## config.mk

```make
export PLATFORM = sky130hd
export DESIGN_NAME = mux2_rr_arbiter
export DESIGN_NICKNAME = d
export VERILOG_FILES = /design/src/rtl/mux_pkg.sv /design/src/rtl/rr_pick2.sv /design/src/rtl/mux2_rr_arbiter.sv
export SDC_FILE = /design/constraint.sdc
export NUM_CORES = 1
export LEC_CHECK = 0
export BUFFER_PORTS_ARGS = -buffer_cell sky130_fd_sc_hd__clkbuf_2
export CORE_MARGIN = 2
export CORE_UTILIZATION = 39
export CTS_CLUSTER_SIZE = 10
export DETAILED_ROUTE_END_ITERATION = 8
export GPL_ROUTABILITY_DRIVEN = 0
export PLACE_DENSITY = 0.74
export SLEW_MARGIN = 20
export SYNTH_ARGS = -nofsm -noshare
export SYNTH_HDL_FRONTEND = slang
export SYNTH_SLANG_ARGS = --single-unit
```

## constraint.sdc

```tcl
create_clock -name clk -period 1.6 [get_ports clk]
set_input_delay 0.08 -clock clk [delete_from_list [all_inputs] [get_ports clk]]
set_output_delay 0.08 -clock clk [all_outputs]
set_load 0.05 [all_outputs]
```

## src/rtl/mux_pkg.sv

```systemverilog
// Shared types and defaults for the two-input round-robin stream arbiter.
package mux_pkg;

   typedef enum logic {
      EMPTY = 1'b0,
      FULL  = 1'b1
   } arb_state_t;

   localparam int DEFAULT_WIDTH = 8;

endpackage

```

## src/rtl/rr_pick2.sv

```systemverilog
// Combinational two-way grant: a lone requester always wins, and prio breaks ties.
module rr_pick2 (
   input  logic valid0,
   input  logic valid1,
   input  logic prio,
   output logic grant,
   output logic any_grant
);

   // Grant decode from the two request lines and the tie-break pointer
   always_comb begin
      grant     = 1'b0;
      any_grant = 1'b0;
      case ({valid1, valid0})
         2'b01: begin
            grant     = 1'b0;
            any_grant = 1'b1;
         end
         2'b10: begin
            grant     = 1'b1;
            any_grant = 1'b1;
         end
         2'b11: begin
            grant     = prio;
            any_grant = 1'b1;
         end
         2'b00: begin
            grant     = 1'b0;
            any_grant = 1'b0;
         end
         default: begin
            grant     = 1'b0;
            any_grant = 1'b0;
         end
      endcase
   end

endmodule

```

## src/rtl/mux2_rr_arbiter.sv

```systemverilog
// Round-robin valid/ready arbiter feeding a single registered output stage;
// exports the select of the word currently held.
module mux2_rr_arbiter
   import mux_pkg::*;
#(
   parameter int WIDTH = DEFAULT_WIDTH
) (
   input  logic             clk,
   input  logic             rst_n,
   input  logic             in0_valid,
   input  logic [WIDTH-1:0] in0_data,
   output logic             in0_ready,
   input  logic             in1_valid,
   input  logic [WIDTH-1:0] in1_data,
   output logic             in1_ready,
   output logic             out_valid,
   output logic [WIDTH-1:0] out_data,
   input  logic             out_ready,
   output logic             sel
);

   arb_state_t       state_r;
   logic             prio_r;
   logic             grant_s;
   logic             any_grant_s;
   logic             load_en_s;
   logic             accept_s;
   logic [WIDTH-1:0] win_data_s;

   rr_pick2 u_pick (
      .valid0    (in0_valid),
      .valid1    (in1_valid),
      .prio      (prio_r),
      .grant     (grant_s),
      .any_grant (any_grant_s)
   );

   // The output stage can take a word when it is empty or being drained this cycle
   always_comb begin
      load_en_s = (state_r == EMPTY) | out_ready;
      accept_s  = load_en_s & any_grant_s;
      in0_ready = accept_s & ~grant_s & in0_valid;
      in1_ready = accept_s &  grant_s & in1_valid;
   end

   // Winner's word; only ever captured when that source is valid
   always_comb begin
      if (grant_s) begin
         win_data_s = in1_data;
      end else begin
         win_data_s = in0_data;
      end
   end

   // Output register FSM; prio moves only when a word is actually accepted
   always_ff @(posedge clk or negedge rst_n) begin
      if (!rst_n) begin
         state_r   <= EMPTY;
         prio_r    <= 1'b0;
         out_valid <= 1'b0;
         out_data  <= '0;
         sel       <= 1'b0;
      end else begin
         case (state_r)
            EMPTY: begin
               if (accept_s) begin
                  state_r   <= FULL;
                  out_valid <= 1'b1;
                  out_data  <= win_data_s;
                  sel       <= grant_s;
                  prio_r    <= ~grant_s;
               end
            end
            FULL: begin
               if (accept_s) begin
                  state_r   <= FULL;
                  out_valid <= 1'b1;
                  out_data  <= win_data_s;
                  sel       <= grant_s;
                  prio_r    <= ~grant_s;
               end else if (out_ready) begin
                  state_r   <= EMPTY;
                  out_valid <= 1'b0;
               end
            end
            default: begin
               state_r   <= EMPTY;
               out_valid <= 1'b0;
            end
         endcase
      end
   end

endmodule

```

# Word-level counts from Yosys, hierarchy flattened
# Cells that the tools add are included.
totals:
  input_bits: 21
  wordCells: 36
  out_inout_bits: 12
  ff_bits: 12
op_classes:
  mux: 14
  n_eq_ne: 5
  n_reduce_logical: 4
  bitwise: 8
op_table:
  columns: ["op", "count"]
  rows:
  - ["$mux 8", 2]
  - ["$mux 1", 8]
  - ["$pmux 1 s2", 3]
  - ["$and 1x1->1", 5]
  - ["$eq 2x2->1 const B", 2]
  - ["$ne 3x2->1 const B", 1]
  - ["$pmux 1 s3", 1]
  - ["$reduce_or 3->1", 1]
  - ["$eq 2x1->1 const B", 1]
  - ["$logic_not 2->1", 1]
  - ["$ne 2x2->1 const B", 1]
  - ["$not 1->1", 2]
  - ["$reduce_and 2->1", 1]
  - ["$reduce_or 2->1", 1]
  - ["$or 1x1->1", 1]

# Longest topological paths before layout
logic_depth:
  word_depth: 6
  depth_mapped: 4
  depth_no_buf: 3

# By module
# A second synthesis with hierarchy kept.
unflattened:
  hier_cells: 57
  hier_area_um2: 634.4
by_module_without_submodules:
  columns: ["module", "area_per_inst_um2", "instances", "seq_area_each_um2", "cells_each"]
  rows:
  - ["mux2_rr_arbiter", 616.8, 1, 300.3, 54]
  - ["rr_pick2", 17.5, 1, 0.0, 3]

# Least setup slack after synthesis
# Ideal clock, no wire load.
synth_path:
  path_type: "register to register"
  start: "register prio_r"
  end: "register prio_r"
  n_path_buf: 0
  required_ns: 1.534
  synth_period_minus_slack_ns: 1.355
  setup_time_ns: 0.066
  arrival_ns: 1.289
  stages_incl_launch_ff: 4
  slack_ns: 0.245
  path_cell_list: "dfrtp_1 a21boi_1 and2_1 a21o_1"
synth_via:
  elab_chain_len: 3
synth_rtl:
  columns: ["element", "line", "source"]
  rows:
  - ["from (decl)", "mux2_rr_arbiter.sv:23", "logic prio_r;"]
  - ["from (signal assigned)", "mux2_rr_arbiter.sv:71", "prio_r <= ~grant_s;"]
  - ["from (signal assigned)", "mux2_rr_arbiter.sv:80", "prio_r <= ~grant_s;"]
  - ["$pmux 1 s3", "rr_pick2.sv:14", "case ({valid1, valid0})"]
  - ["$not 1->1", "mux2_rr_arbiter.sv:71, mux2_rr_arbiter.sv:80", null]
  - ["$mux 1", "mux2_rr_arbiter.sv:66, mux2_rr_arbiter.sv:75", null]
# Every way passes these cells. The select of a mux whose other input is x is not followed.
# A chain may end at the register's enable or synchronous reset.

# Final worst setup path
layout_path:
  start: "register prio_r"
  end: "output port in0_ready"
layout_via:
  elab_chain_len: 4
layout_rtl:
  columns: ["element", "line", "source"]
  rows:
  - ["$pmux 1 s3", "rr_pick2.sv:14", null]
  - ["$not 1->1", "mux2_rr_arbiter.sv:42", "in0_ready = accept_s & ~grant_s & in0_valid;"]
  - ["$and 1x1->1 (2 in series)", "mux2_rr_arbiter.sv:42", null]
  - ["to (decl)", "mux2_rr_arbiter.sv:12", "output logic in0_ready,"]
# Every way passes these cells.

==> summary.md <==
The starting density of the core was 41.12%. Final routed DRC violation total: 0. The tools report the clock latency of the later-clocked register in the worst-skew pair as 0.26 ns.

The post-synthesis sequential area ratio is 57.55%. The startpoint identified for the worst register-to-register timing path is prio_r. Setup repair after global routing left no endpoint under its margin.

The final critical path takes up 92.20% of the cycle. The pre-antenna-repair detailed-routing pass consisted of 3 iterations. Max-slew violation count: 0. Setup total negative slack on the finished layout was measured at 0 ns.

The total setup buffers inserted after CTS is 0. The netlist uses 13 different library cells. The net count of the finished layout is 104.

Counting the buffers created by CTS gives 3. The cell family with the largest share of critical-path delay is flip-flops. The combined buffer and inverter count along the critical path was 1; the placed wire-length estimate after detailed placement was 979.9 um. VDD sags by at most 0.0006068 V. The number of rows created at floorplan was 13.

Cells with a size suffix above 1 make up 51.22% of the layout. The number of vias in the routed layout is 497. The die width came out at 40.58 um. Yosys printed 0 warnings.

STA classifies the critical path startpoint as a register. By area the synthesized netlist is led by sky130_fd_sc_hd__dfrtp_1, sky130_fd_sc_hd__a221o_1, sky130_fd_sc_hd__and3_1, sky130_fd_sc_hd__a21o_1, sky130_fd_sc_hd__nand2_1. Clock skew on the completed layout was measured at 0.0008709 ns. The initial antenna violation count is 0, and the largest driver fanout on the critical path is 6. Cell with the largest stage delay on the worst path: sky130_fd_sc_hd__dfrtp_1.

The signal on the critical path passes through a21boi_2 > and2_1 > clkbuf_2. The total global routing overflow is 0, and the global-route wire length before repair is 1987 um. Signal arrival time at the worst endpoint: 1.40 ns.

The top cell type by total area after synthesis is sky130_fd_sc_hd__dfrtp_1. In this run the tightest slew margin relative to its limit is 79.90%. The tools report the start point of the critical path as prio_r. The area of the die came out at 1646 um2. The prevailing post-synth register cell was sky130_fd_sc_hd__dfrtp_1. By count the netlist is led by sky130_fd_sc_hd__dfrtp_1, sky130_fd_sc_hd__and3_1, sky130_fd_sc_hd__a221o_1. Averaged over all synthesized cells, the footprint is 11.86 um2. Subtracting the final worst setup slack from the clock period gives 1.475 ns.

The run gives 0.1248 ns as the final critical-path setup slack. The logs give 12 for the TritonCTS sink count and 1 for the number of H-tree levels. For this block, the initial DRC count from the detailed router was 9. The detail route stage leaves a number of antenna-violating nets equal to 0. The worst hold path begins at in1_data[3]. At the pin with the least slew margin, the transition time is 0.3015 ns.

At the worst endpoint, the required time is 1.52 ns. The kind of capture point of the worst setup path is an output pin. For the maximum clock rate, the log shows 677.9 MHz. Summed over all cells, the static leakage comes to 0.4405 nW. In this run the power density over the cells is 1230 nW/um2. The clock-pin slew on the worst setup and hold paths was 0.08 ns; the share of the synthesized area in the top cell type was 57.55%. The number of nets handed over by synthesis was 65. The number of buffers on the longest clock path was 2. The completed layout was analyzed and its total power is 937.3 uW. The synthesis-to-layout area growth came out at 46.04%. Yosys instantiated no cell more often than sky130_fd_sc_hd__dfrtp_1. The height of the die was 40.58 um. After detailed routing, the total wire length is 1232 um. The number of vias per cell after detailed routing is 5.124. For the largest net degree at the start of global routing, the log shows 13.

The worst hold path belongs to the class in2reg. The highest cell delay on the worst timing path works out to 0.40 ns. For this run, the total global-route usage over all layers was measured as 18.51%. The placement-stage worst setup slack is 0.2810 ns, and the max-capacitance violation count is 0. The flow ran to the end, and the final reports show no timing, DRC or antenna violations. In the synthesized netlist the async set-or-reset flop fraction comes to 100.0%.

The setup path with the least slack is of type reg2out. Number of diodes: 0. The number of enable-type register cells in the synthesized netlist works out to 0. TritonCTS built the clock tree. The number of flip-flops and latches in the synthesized netlist is 12. In the final routed layout, each cell accounts on average for 12.70 um. The root buffer cell chosen for the clock tree is sky130_fd_sc_hd__clkbuf_4. The post-synthesis instance total was 44; the number of placed I/O pins was 33. The logs give 475 for the number of global-route vias before repair and 521.8 um2 for the netlist area before placement. The quantity of I/O buffers inserted on ports is 32.

The core footprint was 1269 um2; the final hold violation count was 0. Setup violations remaining at the end of the flow were counted as 0.
## routing by layer
| layer | vias to the layer above | track usage [%] | wire (um) | share of wire [%] |
|---|---|---|---|---|
| met2 | 17 | 31.35 | 614 | 50 |
| met1 | 234 | 22.11 | 544 | 44 |
| met3 | 0 | 5.000 | 73 | 5.9 |
| li1 | 246 | - | - | - |
| met4 | 0 | 6.667 | 0 | 0 |
| met5 | - | 0 | 0 | 0 |
## sequential cells by signal, summed over array words and instances (netlist names)
| register | cells |
|---|---|
| state_r | 1 |
| prio_r | 1 |
| out_data | 8 |
| out_valid | 1 |
| sel | 1 |
## kinds of logic (layout without fill, tap and decap cells)
family / Yosys count / after routing / share of synthesized area [%]
DFF: 12 / 12 / 57.55
AOI/OAI and AO/OA: 12 / 12 / 20.62
and+or+nand+nor: 17 / 17 / 17.98
buffers and inverters: 3 / 41 / 3.835
## power by group
part / internal [mW] / switching, mW
logic: 0.101 / 0.226
registers: 0.348 / 0.0272
clock network: 0.138 / 0.0977
## layout by cell type, fill, tap and decap left out, drive strengths merged
master,Yosys,routed
a21boi,1,1
nand2b,2,2
nand2,4,4
dfrtp,12,12
nor2,1,1
clkbuf,1,36
dlygate4sd3,0,1
buf,2,4
and2,1,1
o21ai,1,1
a221o,8,8
a21o,2,2
and3,9,9
## stage by stage
step | std cells | instance area [um2] | utilization (%) | hold WS, ns
after global placement | 92 | 710.7 | 56.02 | -0.02533
final | 97 | 762.0 | 60.06 | 0.04794
after global routing | 97 | 762.0 | 60.06 | 0.02901
after floorplan | 44 | 521.8 | - | -0.2156
after CTS | 97 | 760.7 | 59.96 | 0.03902
after detailed placement | 92 | 710.7 | 56.02 | -0.01815
## worst paths after layout
kind                               end  slack [ns]  cells past startpoint
min in group asynchronous    out_valid        0.23                      2
setup / recovery             in0_ready        0.12                      3
setup reg to reg           out_data[1]        0.29                      3
hold reg to reg                    sel        0.48                      1
max in group asynchronous  out_data[1]        1.15                      2
hold / removal             out_data[3]        0.05                      2
## what timing repair did
item,4_1_cts,5_1_grt
endpoints found under the setup margin,1,1
hold buffers,1,0
resized for setup,1,1
endpoints found under the hold margin,12,0
## layout make-up
type / count / area, um2
sequential: 12 / 300.3
timing repair buffer: 37 / 200.2
multi-input combinational: 29 / 206.4
clock buffer: 4 / 36.28
tap: 15 / 18.77
fill: 112 / 506.7
No activity file was read; power rests on OpenSTA's default activity.
